--- config.mk ---
export PLATFORM = sky130hd
export DESIGN_NAME = flash_mem_responder_flat
export DESIGN_NICKNAME = d
export VERILOG_FILES = /design/src/rtl/flash_mem_responder_if.sv /design/src/rtl/flash_mem_responder.sv /design/src/flat_wrapper.sv
export SDC_FILE = /design/constraint.sdc
export NUM_CORES = 1
export LEC_CHECK = 0
export BUFFER_PORTS_ARGS = -buffer_cell sky130_fd_sc_hd__buf_4
export CAP_MARGIN = 20
export CORE_MARGIN = 10
export CORE_UTILIZATION = 27
export DETAILED_ROUTE_END_ITERATION = 10
export GPL_ROUTABILITY_DRIVEN = 0
export PLACE_DENSITY_LB_ADDON = 0.05
export SKIP_LAST_GASP = 1
export SLEW_MARGIN = 10
export SYNTH_ARGS = -nofsm -noshare
export SYNTH_HDL_FRONTEND = slang
export SYNTH_SLANG_ARGS = --single-unit
--- constraint.sdc ---
create_clock -name clk -period 2.5 [get_ports clk]
set_input_delay 0.25 -clock clk [delete_from_list [all_inputs] [get_ports clk]]
set_output_delay 0.25 -clock clk [all_outputs]
set_load 0.05 [all_outputs]
--- src/rtl/flash_mem_responder_if.sv ---
`default_nettype none
// ============================================================================
// Module      : flash_mem_responder_if
// Description : Avalon-MM read-only bus between a master and flash_mem_responder.
// Revision    : 1.0 - initial release
// ============================================================================
interface flash_mem_responder_if;
   logic        flash_mem_read;
   logic [22:0] flash_mem_address;
   logic [3:0]  flash_mem_byteenable;
   logic        flash_mem_waitrequest;
   logic [31:0] flash_mem_readdata;
   logic        flash_mem_readdatavalid;

   modport master (
      output flash_mem_read,
      output flash_mem_address,
      output flash_mem_byteenable,
      input  flash_mem_waitrequest,
      input  flash_mem_readdata,
      input  flash_mem_readdatavalid
   );

   modport slave (
      input  flash_mem_read,
      input  flash_mem_address,
      input  flash_mem_byteenable,
      output flash_mem_waitrequest,
      output flash_mem_readdata,
      output flash_mem_readdatavalid
   );
endinterface
`default_nettype wire

--- src/rtl/flash_mem_responder.sv ---
`default_nettype none
// ============================================================================
// Module      : flash_mem_responder
// Description : Avalon-MM read responder emulating a flash with wait states
//               in front of a fixed-latency backing memory.
// Revision    : 1.0 - initial release
// ============================================================================
module flash_mem_responder #(
   parameter logic [22:0] MAX_ADDR    = 23'h7FFFF,
   parameter int          WAIT_STATES = 2,
   parameter int          MEM_LATENCY = 1
) (
   input  wire logic        clk,
   input  wire logic        reset_n,
   flash_mem_responder_if.slave bus,
   output logic             mem_rd,
   output logic [22:0]      mem_addr,
   input  wire logic [31:0] mem_rdata,
   output logic             err_range
);

   typedef enum logic [1:0] {
      IDLE  = 2'd0,
      STALL = 2'd1,
      FETCH = 2'd2,
      RESP  = 2'd3
   } state_t;

   localparam logic [3:0] c_ws_load   = 4'(WAIT_STATES > 0 ? WAIT_STATES - 1 : 0);
   localparam logic [3:0] c_lat_load  = 4'(MEM_LATENCY - 1);
   localparam bit         c_zero_wait = (WAIT_STATES == 0);

   state_t      r_state;
   state_t      w_state_nxt;
   logic [3:0]  r_cnt;
   logic [3:0]  w_cnt_nxt;
   logic [22:0] r_addr;
   logic [3:0]  r_be;
   logic        r_oor;
   logic [31:0] r_rdata;

   logic        w_latch;
   logic        w_accept;
   logic        w_wait;
   logic        w_capture;
   logic        w_addr_oor;
   logic        w_oor;
   logic [22:0] w_acc_addr;
   logic [31:0] w_lane_mask;

   // With zero wait states the accept happens in IDLE, before anything is latched.
   assign w_addr_oor  = (bus.flash_mem_address > MAX_ADDR);
   assign w_oor       = (r_state == IDLE) ? w_addr_oor : r_oor;
   assign w_acc_addr  = (r_state == IDLE) ? bus.flash_mem_address : r_addr;
   assign w_lane_mask = {{8{r_be[3]}}, {8{r_be[2]}}, {8{r_be[1]}}, {8{r_be[0]}}};

   always_comb begin
      w_state_nxt = r_state;
      w_cnt_nxt   = r_cnt;
      w_latch     = 1'b0;
      w_accept    = 1'b0;
      w_wait      = 1'b1;
      w_capture   = 1'b0;
      case (r_state)
         IDLE: begin
            if (bus.flash_mem_read) begin
               w_latch = 1'b1;
               if (c_zero_wait) begin
                  w_wait      = 1'b0;
                  w_accept    = 1'b1;
                  w_cnt_nxt   = c_lat_load;
                  w_state_nxt = FETCH;
               end else begin
                  w_cnt_nxt   = c_ws_load;
                  w_state_nxt = STALL;
               end
            end else begin
               w_wait = 1'b0;
            end
         end
         STALL: begin
            if (!bus.flash_mem_read) begin
               w_cnt_nxt   = 4'd0;
               w_state_nxt = IDLE;
            end else if (r_cnt != 4'd0) begin
               w_cnt_nxt = r_cnt - 4'd1;
            end else begin
               w_wait      = 1'b0;
               w_accept    = 1'b1;
               w_cnt_nxt   = c_lat_load;
               w_state_nxt = FETCH;
            end
         end
         FETCH: begin
            if (r_cnt != 4'd0) begin
               w_cnt_nxt = r_cnt - 4'd1;
            end else begin
               w_capture   = 1'b1;
               w_state_nxt = RESP;
            end
         end
         RESP: begin
            w_state_nxt = IDLE;
         end
         default: begin
            w_cnt_nxt   = 4'd0;
            w_state_nxt = IDLE;
         end
      endcase
   end

   always_ff @(posedge clk or negedge reset_n) begin
      if (!reset_n) begin
         r_state <= IDLE;
         r_cnt   <= 4'd0;
         r_addr  <= 23'd0;
         r_be    <= 4'd0;
         r_oor   <= 1'b0;
         r_rdata <= 32'd0;
      end else begin
         r_state <= w_state_nxt;
         r_cnt   <= w_cnt_nxt;
         if (w_latch) begin
            r_addr <= bus.flash_mem_address;
            r_be   <= bus.flash_mem_byteenable;
            r_oor  <= w_addr_oor;
         end
         // Out-of-range reads return erased flash, still subject to lane masking.
         if (w_capture) begin
            r_rdata <= (r_oor ? 32'hFFFF_FFFF : mem_rdata) & w_lane_mask;
         end
      end
   end

   // Reset gates the combinational outputs so they settle immediately.
   assign mem_rd    = reset_n & w_accept & ~w_oor;
   assign err_range = reset_n & w_accept & w_oor;
   assign mem_addr  = mem_rd ? w_acc_addr : r_addr;

   assign bus.flash_mem_waitrequest   = ~reset_n | w_wait;
   assign bus.flash_mem_readdata      = r_rdata;
   assign bus.flash_mem_readdatavalid = (r_state == RESP);

endmodule
`default_nettype wire

--- src/flat_wrapper.sv ---
// flat-port wrapper written by rule: the top's interface ports become plain ports
module flash_mem_responder_flat 
#(
   parameter logic [22:0] MAX_ADDR    = 23'h7FFFF,
   parameter int          WAIT_STATES = 2,
   parameter int          MEM_LATENCY = 1
)
  (clk, reset_n, mem_rd, mem_addr, mem_rdata, err_range, bus_flash_mem_read, bus_flash_mem_address, bus_flash_mem_byteenable, bus_flash_mem_waitrequest, bus_flash_mem_readdata, bus_flash_mem_readdatavalid);
  flash_mem_responder_if bus_i ();
  input  wire logic clk;
  input  wire logic reset_n;
  output logic mem_rd;
  output logic [22:0] mem_addr;
  input  wire logic [31:0] mem_rdata;
  output logic err_range;
  input wire logic [$bits(bus_i.flash_mem_read)-1:0] bus_flash_mem_read;
  input wire logic [$bits(bus_i.flash_mem_address)-1:0] bus_flash_mem_address;
  input wire logic [$bits(bus_i.flash_mem_byteenable)-1:0] bus_flash_mem_byteenable;
  output wire logic [$bits(bus_i.flash_mem_waitrequest)-1:0] bus_flash_mem_waitrequest;
  output wire logic [$bits(bus_i.flash_mem_readdata)-1:0] bus_flash_mem_readdata;
  output wire logic [$bits(bus_i.flash_mem_readdatavalid)-1:0] bus_flash_mem_readdatavalid;
  assign bus_i.flash_mem_read = bus_flash_mem_read;
  assign bus_i.flash_mem_address = bus_flash_mem_address;
  assign bus_i.flash_mem_byteenable = bus_flash_mem_byteenable;
  assign bus_flash_mem_waitrequest = bus_i.flash_mem_waitrequest;
  assign bus_flash_mem_readdata = bus_i.flash_mem_readdata;
  assign bus_flash_mem_readdatavalid = bus_i.flash_mem_readdatavalid;
  flash_mem_responder #(.MAX_ADDR(MAX_ADDR), .WAIT_STATES(WAIT_STATES), .MEM_LATENCY(MEM_LATENCY)) u_core (.clk(clk), .reset_n(reset_n), .bus(bus_i), .mem_rd(mem_rd), .mem_addr(mem_addr), .mem_rdata(mem_rdata), .err_range(err_range));
endmodule
# Word-level counts from Yosys, hierarchy flattened
# Cells that the tools add are included.
[op_classes]
n_mux = 23
eq_ne = 7
n_bitwise = 7
reduce_logical = 5
magnitude_cmp = 1
add_sub_neg = 1
[ops]
columns = ["cell", "n"]
rows = [
  ["$mux W23", 2],
  ["$and A32 B32 Y32", 1],
  ["$mux W32", 1],
  ["$gt A23 B19 Y1 const B", 1],
  ["$mux W4", 4],
  ["$pmux W4 S3", 1],
  ["$mux W1", 9],
  ["$mux W2", 4],
  ["$pmux W2 S4", 1],
  ["$reduce_and A3 Y1", 2],
  ["$eq A2 B2 Y1 const B", 2],
  ["$ne A2 B2 Y1 const B", 2],
  ["$reduce_bool A4 Y1", 1],
  ["$sub A4 B1 Y4 const B", 1],
  ["$and A1 B1 Y1", 3],
  ["$ne A3 B3 Y1 const B", 1],
  ["$reduce_bool A3 Y1", 1],
  ["$eq A2 B1 Y1 const B", 1],
  ["$logic_not A2 Y1", 1],
  ["$ne A2 B1 Y1 const B", 1],
  ["$not A1 Y1", 2],
  ["$pmux W1 S2", 1],
  ["$or A1 B1 Y1", 1],
]
[word_totals]
wordCells = 50
out_inout_bits = 59
register_bits = 66

# Logic depth before layout (Yosys ltp)
# Gate-level depths: netlist of run 1.
[logic_depth]
word_depth = 7
ltp_mapped = 8
mapped_depth_nobuf = 6

# Worst setup path after synthesis of run 1
# Ideal clock, no wire load.
[synth_path]
kind = "reg-to-output"
start = "register u_core.r_cnt[0]"
end = "output port mem_addr[10]"
t_required_ns = 2.250
path_buffers = 2
stages_incl_launch_ff = 9
arrival_ns = 1.871
slack_ns = 0.379
path_cell_list = "dfrtp_1 -> inv_1 -> ha_1 -> nor3b_2 -> nand4_1 -> or2_1 -> buf_6 -> buf_12 -> mux2_4"
[synth_between]
elab_chain_cells = 7
[synth_rtl]
columns = ["element", "line_no", "source"]
rows = [
  ["from (decl)", "flash_mem_responder.sv:35", "logic [3:0] r_cnt;"],
  ["from (signal assigned)", "flash_mem_responder.sv:122", "r_cnt <= w_cnt_nxt;"],
  ["$reduce_bool A4 Y1", "flash_mem_responder.sv:85", "end else if (r_cnt != 4'd0) begin"],
  ["$mux W1", "flash_mem_responder.sv:85", ""],
  ["$mux W1", "flash_mem_responder.sv:82", "if (!bus.flash_mem_read) begin"],
  ["$mux W1", "flash_mem_responder.sv:64", "case (r_state)"],
  ["$and A1 B1 Y1 (2 in series)", "flash_mem_responder.sv:136", "assign mem_rd = reset_n & w_accept & ~w_oor;"],
  ["$mux W23", "flash_mem_responder.sv:138", "assign mem_addr = mem_rd ? w_acc_addr : r_addr;"],
  ["to (decl)", "flat_wrapper.sv:13", "output logic [22:0] mem_addr;"],
]
# Every way passes these cells.

# Final worst setup path of run 1
[layout_path]
start = "register u_core.r_cnt[0]"
end = "output port mem_addr[6]"
# The elaborated chain is that of the path after synthesis.

==> metrics.md, run 1 <==
| Metric | Value |
|---|---|
| Status | `finished with violations` |
| Failing checks | `negative setup slack` |
| Yosys top cell area share | `between 50 and 60%` |
| Finished Layout Cells | `~560` |
| Clk buf depth | `2` |
| Relative slew slack | `41.3%` |
| Leakage | `approximately 0.0023 uW` |
| RSZ-0062 raised after global routing | `true` |
| Post-Synthesis Cells | `roughly 280` |
| Row count | `39` |
| TritonCTS clock tree | `yes` |
| Core Region | `roughly 0.011 mm2` |
| Final setup margin | `-6.55 ps` |
| Worst clock skew | `about 5.8 ps` |
| Clk_lat worst skew | `between 300 and 400 ps` |
| Peak VDD IR | `a little over 0.0007 V` |
| Ant. Diodes | `0` |
| Routed wire length | `between 9 and 10 mm` |
| Worst path slowest cell | `dfrtp_1` |
| Synth Flop Type | `dfrtp_1` |
| Clock root buffer | `clkbuf_16` |
| DRT Pass-1 Iters | `4` |
| Final Hold Viols | `0` |
| FF+latch count, synth | `66` |
| Critical path start-end classification | `reg -> out` |
| DP Cell Count | `between 500 and 600` |
| Leading area contributor after synthesis | `dfrtp_1` |
| CTS sink cnt | `between 60 and 70` |
| CP bufs+invs | `3` |
| Crit-path max cell delay | `~400 ps` |
| Power per cell area | `1580 mW/mm2` |
| Via density | `4.58` |
| I/O Buffers | `120` |
| Post-Synthesis Cell Area | `0.00317 mm2` |
| Highest clock rate | `~400 MHz` |
| Largest net degree at the start of global routing | `68` |
| Post-synth EDFFs | `0` |
| Drt wl/cell | `between 15 and 20 um` |
| Mapped Avg Cell Area | `around 11 um2` |
| Vias after detailed routing | `~2,600` |
| Vias in the first global route | `around 2,700` |
| Ys async rst share | `100%` |
| Die height | `about 130 um` |
| YS warnings | `0` |
| Final setup fails | `6` |
| Crit path max fanout | `6` |
| Critical path cell sequence | `inv_2, ha_4, nor3b_4, nand4_1, or2_4, clkbuf_16, mux2_4, buf_6` |
| Total grt overflow | `0` |
| Drt drc | `0` |
| Antenna violations before repair | `1` |
| Worst Max-Slew Pin Slew | `about 900 ps` |
| CP required | `2250 ps` |
| Synth unique cells | `35` |
| Sequential area share after synthesis | `between 50 and 60%` |
| Final min period | `between 2000 and 3000 ps` |
| Critical Path End Type | `primary output` |
| Final core utilization | `about two fifths` |
| Syn_nets | `around 350` |
| Hold WC Path Type | `in -> reg` |
| Pre-CTS setup slack | `between 150 and 200 ps` |
| Top post-synthesis cells by area | `dfrtp_1 (52%), mux2_2 (11%), o21ai_0 (10%), mux2_4 (7.6%), nand2_1 (5.1%)` |
| Max-slew violation count | `0` |
| Ratio of cells with drive above 1 in the final layout | `around half` |
| Die X | `roughly 130 um` |
| Clock slew at reported path FFs | `around 50 ps` |
| Final Power | `between 7000 and 8000 uW` |
| Total CTS buffers | `9` |
| Crit path launch type | `flop` |
| Initial detailed-routing violation count | `just under 100` |
| Max-Cap Viols | `0` |
| Die ar. | `0.0165 mm2` |
| First-pass GRT wire length | `roughly 15 mm` |
| Post-DP HPWL | `6.49 mm` |
| WP data arrival | `between 2000 and 2500 ps` |
| Worst path top cell family by delay | `simple AND/OR/NAND/NOR gates` |
| Layout net count | `482` |
| Starting Density | `27.6%` |
| # IOs | `between 100 and 150` |
| H-tree level count | `3` |
| Area Growth Syn to Fin | `48.7%` |
| GRT Util Overall | `a little under an eighth` |
| Final ANT Viol Nets | `0` |
| Period utilisation layout | `100%` |
-- worst register-to-register path: cells and delay by family, from the launching register on --
family,cells,cell delay (ps)
AND/OR/NAND/NOR,2,880
flip-flops,1,470
adder cells (fa/ha/maj),1,300
AO/OA/AOI/OAI,2,250
buffers and inverters,1,120
-- placed cells by master, fill, tap and decap left out, types with 3 or more instances in the layout --
cell type	instances
buf_4	112
o21ai_0	66
dfrtp_1	66
nand2_1	43
mux2_2	30
buf_6	17
mux2_4	16
clkbuf_16	10
ha_1	5
nor2_1	4
and2_1	4
inv_1	3
clkinv_2	3
-- stage by stage --
step	hold slack (ps)	area (um2)	setup TNS, ps
after global placement	464	4210	0
after detailed placement	473	4210	0
after global routing	144	4710	-2040
after floorplan	-45.6	3170	0
after CTS	137	4660	-8.77
final	151	4710	-29.0
-- routing by layer --
layer / wire [um] / part of all wire (%) / up-vias / global-route usage [%]
met5: 13 / 0.14 / - / 0
met4: 149 / 1.6 / 2 / 4.97
met3: 727 / 7.7 / 12 / 4.76
met2: 4470 / 47 / 79 / 18.0
met1: 4060 / 43 / 1220 / 13.1
li1: - / - / 1256 / -
-- flip-flops by register name (all words and copies together), names as in the netlist, named ones only --
| name | count |
|---|---|
| u_core.r_oor | 1 |
| u_core.r_cnt | 4 |
| u_core.r_be | 4 |
| u_core.r_addr | 23 |
| u_core.r_state | 1 |
| u_core.bus.flash_mem_readdata | 32 |
-- logic make-up after synthesis --
family / share of synthesized area [%]
buffers and inverters: 3.63
AND/OR/NAND/NOR: 10.0
AO/OA/AOI/OAI: 13.2
flip-flops: 52.2
adder cells (fa/ha/maj): 2.77
multiplexers: 18.3
-- repair_timing --
action	in CTS	in global routing
hold buffers	0	0
gates cloned	1	1
setup buffers	4	2
pin swaps	3	2
gates resized for setup	27	2
endpoints found under the setup margin	23	19
-- Yosys cell counts, drive strengths merged (4+ instances only) --
cell,instances
inv,5
nand2,43
buf,5
nor2,4
mux2,46
ha,7
o21ai,66
clkbuf,11
and2,4
dfrtp,66
-- cell type report --
type / count / area [um2]
fillers: 1144 / 6760
flip-flops and latches: 66 / 1650
multi-input cells: 197 / 1430
repair buffers: 134 / 1130
clock buffers: 11 / 243
well taps: 143 / 179
clock inverters: 5 / 53.8
inverters: 5 / 18.8
-- final timing paths --
path                                                   from                               end  slack (ps)  cells past startpoint
setup / recovery                            u_core.r_cnt[0]                       mem_addr[6]          -7                      8
hold reg to reg            u_core.bus.flash_mem_readdata[2]  u_core.bus.flash_mem_readdata[2]         480                      2
min in group asynchronous                           reset_n                   u_core.r_cnt[3]         160                      2
setup reg to reg                          u_core.r_state[0]                   u_core.r_cnt[2]         370                      6
max in group asynchronous                           reset_n  u_core.bus.flash_mem_readdata[7]        1800                      2
hold / removal                  bus_flash_mem_byteenable[0]                    u_core.r_be[0]         150                      2
-- power breakdown --
part           internal (uW)  total (uW)  switching [uW]  leakage (uW)
registers               1580        1950             364      0.000811
clock network            796        1270             471      0.000149
logic                   1610        4240            2630       0.00133
Power figures use the tool's default switching activity.
==> run 2: changes to the inputs <==
ABC_AREA = 1   (was unset)
CTS_BUF_LIST = sky130_fd_sc_hd__clkbuf_4 sky130_fd_sc_hd__clkbuf_8 sky130_fd_sc_hd__clkbuf_16   (was unset)
SKIP_CTS_REPAIR_TIMING = 1   (was unset)
==> run 2 against run 1 <==
Net effect: the flow now finishes without violations; register-to-register slack better by 440 ps; critical path depth stayed put; total power increased by 0.69%; first-iteration DRC count grew 120%; critical path type unchanged; largest cell class unchanged.
==> metrics.md, run 2 <==
| Metric | Value |
|---|---|
| Ant. Diodes | `0 (unchanged)` |
| DRT Pass-1 Iters | `5 (was 4)` |
| Ratio of cells with drive above 1 in the final layout | `27.6% (was 48.8%)` |
| Clock root buffer | `clkbuf_16 (unchanged)` |
| Crit path max fanout | `13 (was 6)` |
| Worst path top cell family by delay | `simple AND/OR/NAND/NOR gates (unchanged)` |
| Most frequent cells in the layout | `nand2_1 (154), buf_4 (129), o21ai_0 (113) (was buf_4 (112), o21ai_0 (66), dfrtp_1 (66))` |
| TritonCTS clock tree | `yes (unchanged)` |
| Yosys top cell area share | `47.7% (was 52.2%)` |
| Status | `completed (was finished with violations)` |
| Clk pwr share | `18.1% (was 17.0%)` |
| Clk_lat worst skew | `330 ps (about the same)` |
| Worst Max-Slew Pin Slew | `875 ps (was 880 ps)` |
| Largest net degree at the start of global routing | `67 (was 68)` |
| Design area | `0.00489 mm2 (was 0.00471 mm2)` |
| Die X | `133 um (was 128 um)` |
| Post-synth top cells | `nand2_1 (155), o21ai_0 (113), dfrtp_1 (66), inv_1 (40), nand3_1 (31) (was dfrtp_1 (66), o21ai_0 (66), nand2_1 (43), mux2_2 (30), mux2_4 (16))` |
| Via density | `4.45 (was 4.58)` |
| Post-Synth Adder-Cell Area | `2.53% (was 2.77%)` |
| Post-DP HPWL | `7.68 mm (was 6.49 mm)` |
| Antenna violations before repair | `1 (unchanged)` |
| H-tree level count | `3 (unchanged)` |
| Vias after detailed routing | `3,350 (was 2,569)` |
| Core Region | `0.0126 mm2 (was 0.0115 mm2)` |
| Vias in the first global route | `3,305 (was 2,733)` |
| Highest clock rate | `425 MHz (was 399 MHz)` |
| Internal power | `3740 uW (was 3990 uW)` |
| Period utilisation layout | `94.1% (was 100%)` |
| Hold WC Path Type | `in -> reg (unchanged)` |
| Final setup fails | `0 (was 6)` |
| Total CTS buffers | `9 (unchanged)` |
| YS warnings | `0 (unchanged)` |
| Max-slew violation count | `0 (unchanged)` |
| Syn_nets | `528 (was 353)` |
| Switching fraction of total power | `50.1% (was 46.5%)` |
| FF+latch count, synth | `66 (unchanged)` |
| GRT Util Overall | `11.8% (was 11.4%)` |
| Die ar. | `0.0177 mm2 (was 0.0165 mm2)` |
| CP required | `2250 ps (about the same)` |
| Total grt overflow | `0 (unchanged)` |
| Synth Area in Compound Gates | `17.6% (was 13.2%)` |
| Post-Synthesis Cells | `459 (was 284)` |
| Logic pwr share | `55.6% (was 56.9%)` |
| Synth unique cells | `21 (was 35)` |
| Final ANT Viol Nets | `0 (unchanged)` |
| Clk buf depth | `2 (unchanged)` |
| Minimum hold slack | `115 ps (was 151 ps)` |
| Row count | `41 (was 39)` |
| Crit path launch type | `flop (unchanged)` |
| Leading area contributor after synthesis | `dfrtp_1 (unchanged)` |
| WP data arrival | `2100 ps (was 2260 ps)` |
| Max FFs per register | `32 (unchanged)` |
| Critical path cell sequence | `inv_1, ha_2, nand4_1, nand2_8, buf_6, nand3_1, nand2_1, buf_4 (was inv_2, ha_4, nor3b_4, nand4_1, or2_4, clkbuf_16, mux2_4, buf_6)` |
| Drt drc | `0 (unchanged)` |
| Combinational family with the most area after synthesis | `simple AND/OR/NAND/NOR gates (was multiplexers)` |
| Layout net count | `644 (was 482)` |
| Worst clock skew | `6.60 ps (was 5.76 ps)` |
| Reg area | `0.00165 mm2 (about the same)` |
| Fillers | `1,340 (was 1,144)` |
| Setup TNS | `0 ps (was -29.0 ps)` |
| I/O Buffers | `120 (unchanged)` |
| Max-Cap Viols | `0 (unchanged)` |
| Clock slew at reported path FFs | `60 ps (was 50 ps)` |
| Die height | `133 um (was 128 um)` |
| Multi-input logic area | `0.00155 mm2 (was 0.00143 mm2)` |
| Synth Area in XOR/XNOR | `0% (unchanged)` |
| Final Hold Viols | `0 (unchanged)` |
| Most common cell after layout, fill and taps aside | `nand2_1 (was buf_4)` |
| Post-synthesis mux area share | `0% (was 18.3%)` |
| Synth Flop Type | `dfrtp_1 (unchanged)` |
| Worst path slowest cell | `dfrtp_2 (was dfrtp_1)` |
| Critical Path End Type | `primary output (unchanged)` |
| Mapped Avg Cell Area | `7.54 um2 (was 11.2 um2)` |
| Ys async rst share | `100% (unchanged)` |
| Critical path start-end classification | `reg -> out (unchanged)` |
| Relative slew slack | `41.7% (was 41.3%)` |
| Post-synth EDFFs | `0 (unchanged)` |
| Leakage | `0.00253 uW (was 0.00229 uW)` |
| Sequential area share after synthesis | `47.7% (was 52.2%)` |
| Final min period | `2350 ps (was 2510 ps)` |
| Simple-gate share of the synthesized area | `23.8% (was 10.0%)` |
| DP Area | `0.00451 mm2 (was 0.00421 mm2)` |
| # IOs | `121 (unchanged)` |
| Starting Density | `27.5% (was 27.6%)` |
| Post-Synthesis Cell Area | `0.00346 mm2 (was 0.00317 mm2)` |
| Power per cell area | `1540 mW/mm2 (was 1580 mW/mm2)` |
| First-pass GRT wire length | `17.1 mm (was 14.8 mm)` |
| CP bufs+invs | `3 (unchanged)` |
| Drt wl/cell | `14.3 um (was 16.8 um)` |
| Sequential share of power | `26.3% (was 26.1%)` |
| Top-count cell post-synth | `nand2_1` |
| CTS sink cnt | `66 (unchanged)` |
| Routed wire length | `10.7 mm (was 9.42 mm)` |
| Crit-path max cell delay | `450 ps (was 400 ps)` |
| Peak VDD IR | `0.000710 V (was 0.000717 V)` |
| Initial detailed-routing violation count | `216 (was 97)` |
| Switching pwr | `3760 uW (was 3460 uW)` |
| Area Growth Syn to Fin | `41.2% (was 48.7%)` |
| Top post-synthesis cells by area | `dfrtp_1 (48%), nand2_1 (17%), o21ai_0 (16%), nand3_1 (4.5%), inv_1 (4.3%) (was dfrtp_1 (52%), mux2_2 (11%), o21ai_0 (10%), mux2_4 (7.6%), nand2_1 (5.1%))` |
[run 2: power by group through the flow]
| stage | clock (uW) | combinational [uW] | sequential (uW) |
|---|---|---|---|
| 2_1_floorplan | 0 | 2090 | 2780 |
| 3_3_place_gp | 0 | 4180 | 1980 |
| 3_5_place_dp | 0 | 4190 | 1980 |
| 4_1_cts | 1410 | 4200 | 1980 |
| 5_1_grt | 1450 | 4590 | 2060 |
| 6_report | 1360 | 4170 | 1980 |
[run 2: logic make-up (layout without fill, tap and decap cells)]
| kind of cell | count (synthesis) | count (layout) |
|---|---|---|
| buf+inv | 66 | 187 |
| flops | 66 | 66 |
| simple gates | 200 | 200 |
| fa+ha+maj | 7 | 7 |
| compound gates | 120 | 120 |
[run 2: final cells by class]
type	count	area share, %
clock buffer	11	5.04
clock inverter	5	1.59
inverter	40	3.07
multi-input combinational	327	31.8
sequential	66	33.8
tap	172	4.40
timing repair buffer	131	20.3
[run 2: worst paths after layout]
kind	from	to	slack, ps	cells past startpoint
worst min register to register	u_core.bus.flash_mem_readdata[11]	u_core.bus.flash_mem_readdata[11]	490	2
worst min-delay path	bus_flash_mem_byteenable[2]	u_core.r_be[2]	120	3
min in group asynchronous	reset_n	u_core.r_be[1]	170	2
max in group asynchronous	reset_n	u_core.r_state[0]	1740	2
worst max-delay path	u_core.r_state[0]	mem_addr[5]	150	8
worst max register to register	u_core.r_state[0]	u_core.bus.flash_mem_readdata[30]	810	5
[run 2: worst reg2reg max path: cells and delay by family (launching register included)]
kind	cells	cell delay (ps)
and+or+nand+nor	1	120
buffers and inverters	2	540
adders and majority gates	1	260
AOI/OAI and AO/OA	1	200
DFF	1	420
[run 2: per-layer routing]
layer	vias up	share of wire, %	global-route usage (%)
li1	1724	-	-
met1	1509	46	14.7
met2	104	46	19.0
met3	11	6.7	4.02
met4	2	0.93	3.45
met5	-	0.12	0
[run 2: through the flow]
step                      setup WS [ps]  power (uW)  util [%]  cells
after floorplan                     317        4870         -    459
after global placement              292        6150      35.9    734
after detailed placement            228        6170      35.9    734
after CTS                          -129        7580      38.5    750
after global routing            -0.0817        8090      38.9    752
final                               146        7510      38.9    752
==> run 3: changes to the inputs <==
==> constraint.sdc (replaced) <==
create_clock -name clk -period 2.5 [get_ports clk]
set_input_delay 0 -clock clk [delete_from_list [all_inputs] [get_ports clk]]
set_output_delay 0 -clock clk [all_outputs]
set_load 0.05 [all_outputs]
==> run 3 against run 2 <==
Net effect: the flow now finishes with violations (negative hold slack); setup slack improved by 57 ps; global-route usage rose by 0.52 points; non-clock buffer count rose by 33; clock skew barely moved; clock-buffer cell count fell by 2; hold slack got worse by 150 ps; sequential power barely moved; total power rose by 2.6%; critical path type unchanged.
==> metrics.md, run 3 (synthesis results as in run 2) <==
| Metric | Value |
|---|---|
| Fillers | `1,343 (was 1,340)` |
| Drt drc | `0 (unchanged)` |
| Via density | `4.36 (was 4.45)` |
| GR Util met2 | `17.5% (was 19.0%)` |
| First-pass GRT wire length | `17.5 mm (was 17.1 mm)` |
| Internal power | `3910 uW (was 3740 uW)` |
| Crit path max fanout | `13 (unchanged)` |
| Clock root buffer | `clkbuf_16 (unchanged)` |
| Max FFs per register | `32 (unchanged)` |
| Final setup fails | `0 (unchanged)` |
| Clk pwr share | `19.8% (was 18.1%)` |
| GRT met1 Usage | `16.7% (was 14.7%)` |
| CTS sink cnt | `66 (unchanged)` |
| DRT Pass-1 Iters | `4 (was 5)` |
| Final min period | `2300 ps (was 2350 ps)` |
| Critical path start-end classification | `reg -> out (unchanged)` |
| # IOs | `121 (unchanged)` |
| Most frequent cells in the layout | `nand2_1 (154), buf_4 (132), o21ai_0 (113) (was nand2_1 (154), buf_4 (129), o21ai_0 (113))` |
| I/O Buffers | `120 (unchanged)` |
| CP required | `2500 ps (was 2250 ps)` |
| GRT Util Overall | `12.3% (was 11.8%)` |
| Ant. Diodes | `0 (unchanged)` |
| Most common cell after layout, fill and taps aside | `nand2_1 (unchanged)` |
| Total CTS buffers | `9 (unchanged)` |
| Logic pwr share | `54.5% (was 55.6%)` |
| Worst clock skew | `6.71 ps (was 6.60 ps)` |
| Minimum hold slack | `-38.2 ps (was 115 ps)` |
| Drt wl/cell | `14.2 um (was 14.3 um)` |
| Setup TNS | `0 ps (unchanged)` |
| Reg area | `0.00165 mm2 (about the same)` |
| Max-Cap Viols | `0 (unchanged)` |
| DP Cell Count | `735 (was 734)` |
| Layout net count | `677 (was 644)` |
| Hold WC Path Type | `in -> reg (unchanged)` |
| RSZ-0062 raised after global routing | `false` |
| Worst Max-Slew Pin Slew | `869 ps (was 875 ps)` |
| Period utilisation layout | `91.9% (was 94.1%)` |
| Antenna violations before repair | `0 (was 1)` |
| Initial detailed-routing violation count | `268 (was 216)` |
| Starting Density | `27.5% (unchanged)` |
| Final Hold Viols | `17 (was 0)` |
| TritonCTS clock tree | `yes (unchanged)` |
| Sequential share of power | `25.7% (was 26.3%)` |
| Critical Path End Type | `primary output (unchanged)` |
| Met3 usage | `3.83% (was 4.02%)` |
| Power per cell area | `1470 mW/mm2 (was 1540 mW/mm2)` |
| Failing checks | `negative hold slack` |
| Routed wire length | `11.2 mm (was 10.7 mm)` |
| Die X | `133 um (unchanged)` |
| Die height | `133 um (unchanged)` |
| Max-slew violation count | `0 (unchanged)` |
| Vias in the first global route | `3,195 (was 3,305)` |
| Clk buf depth | `2 (unchanged)` |
| H-tree level count | `3 (unchanged)` |
| Design area | `0.00523 mm2 (was 0.00489 mm2)` |
| Row count | `41 (unchanged)` |
| Peak VDD IR | `0.000540 V (was 0.000710 V)` |
| Finished Layout Cells | `784 (was 752)` |
| Largest net degree at the start of global routing | `68 (was 67)` |
| Multi-input logic area | `0.00154 mm2 (was 0.00155 mm2)` |
| Clock slew at reported path FFs | `50 ps (was 60 ps)` |
| Switching pwr | `3790 uW (was 3760 uW)` |
| WP data arrival | `2300 ps (was 2100 ps)` |
| Vias after detailed routing | `3,421 (was 3,350)` |
| Status | `finished with violations (was completed)` |
| DP Area | `0.00452 mm2 (was 0.00451 mm2)` |
| Core Region | `0.0126 mm2 (unchanged)` |
| Leakage | `0.00269 uW (was 0.00253 uW)` |
| Area Growth Syn to Fin | `51.0% (was 41.2%)` |
| Final ANT Viol Nets | `0 (unchanged)` |
| Switching fraction of total power | `49.2% (was 50.1%)` |
| Clk_lat worst skew | `330 ps (about the same)` |
| Post-DP HPWL | `7.96 mm (was 7.68 mm)` |
| Crit path launch type | `flop (unchanged)` |
| Total grt overflow | `0 (unchanged)` |
| Relative slew slack | `42.0% (was 41.7%)` |
| GR peak layer | `met2 (unchanged)` |
| Highest clock rate | `435 MHz (was 425 MHz)` |
| Die ar. | `0.0177 mm2 (unchanged)` |
| Ratio of cells with drive above 1 in the final layout | `25.3% (was 27.6%)` |
==> run 3: worst max-delay path, stage by stage, from the launching register on <==
cell and delay [ps]:
dfrtp_1 450, inv_1 100, ha_1 280, or2_2 320
nand2_4 180, buf_4 240, nand3_1 80, nand2_1 100
buf_4 200
==> run 3: layer usage <==
| layer | up-vias | part of all wire, % | wire length (um) |
|---|---|---|---|
| li1 | 1783 | - | - |
| met1 | 1533 | 47 | 5290 |
| met2 | 91 | 45 | 5030 |
| met3 | 14 | 5.6 | 630 |
| met4 | 0 | 1.9 | 210 |
| met5 | - | 0 | 0 |
==> run 3: final cells by class <==
type | count | area share, %
flip-flops and latches | 66 | 31.6
clock buffers | 9 | 4.31
inverters | 40 | 2.87
repair buffers | 164 | 25.1
well taps | 172 | 4.12
multi-input cells | 327 | 29.5
clock inverters | 6 | 2.49
==> run 3: worst paths after layout <==
check,start,end,slack [ps],cells after the start
worst max-delay path,u_core.r_state[0],mem_addr[5],200,8
worst min-delay path,bus_flash_mem_address[18],u_core.r_addr[18],-40,3
worst max register to register,u_core.r_state[0],u_core.r_addr[15],750,5
worst min register to register,u_core.bus.flash_mem_readdata[1],u_core.bus.flash_mem_readdata[1],480,2
max in group asynchronous,reset_n,u_core.bus.flash_mem_readdata[1],1430,3
min in group asynchronous,reset_n,u_core.bus.flash_mem_readdata[10],520,3
==> run 3: power groups by stage <==
stage	clock [uW]	sequential (uW)	combinational, uW
detailed placement	0	1990	4210
global route	1630	2060	4620
CTS	1580	1980	4220
global placement	0	1980	4180
finish	1520	1980	4200
floorplan	0	2780	2090
==> run 3: per-stage QoR <==
stage                     util [%]  worst slack [ps]  total power [uW]
after floorplan                  -               567              4870
after global placement        36.0               540              6160
after detailed placement      36.0               487              6200
after CTS                     38.8               112              7780
after global routing          41.6              9.81              8310
final                         41.6               203              7700
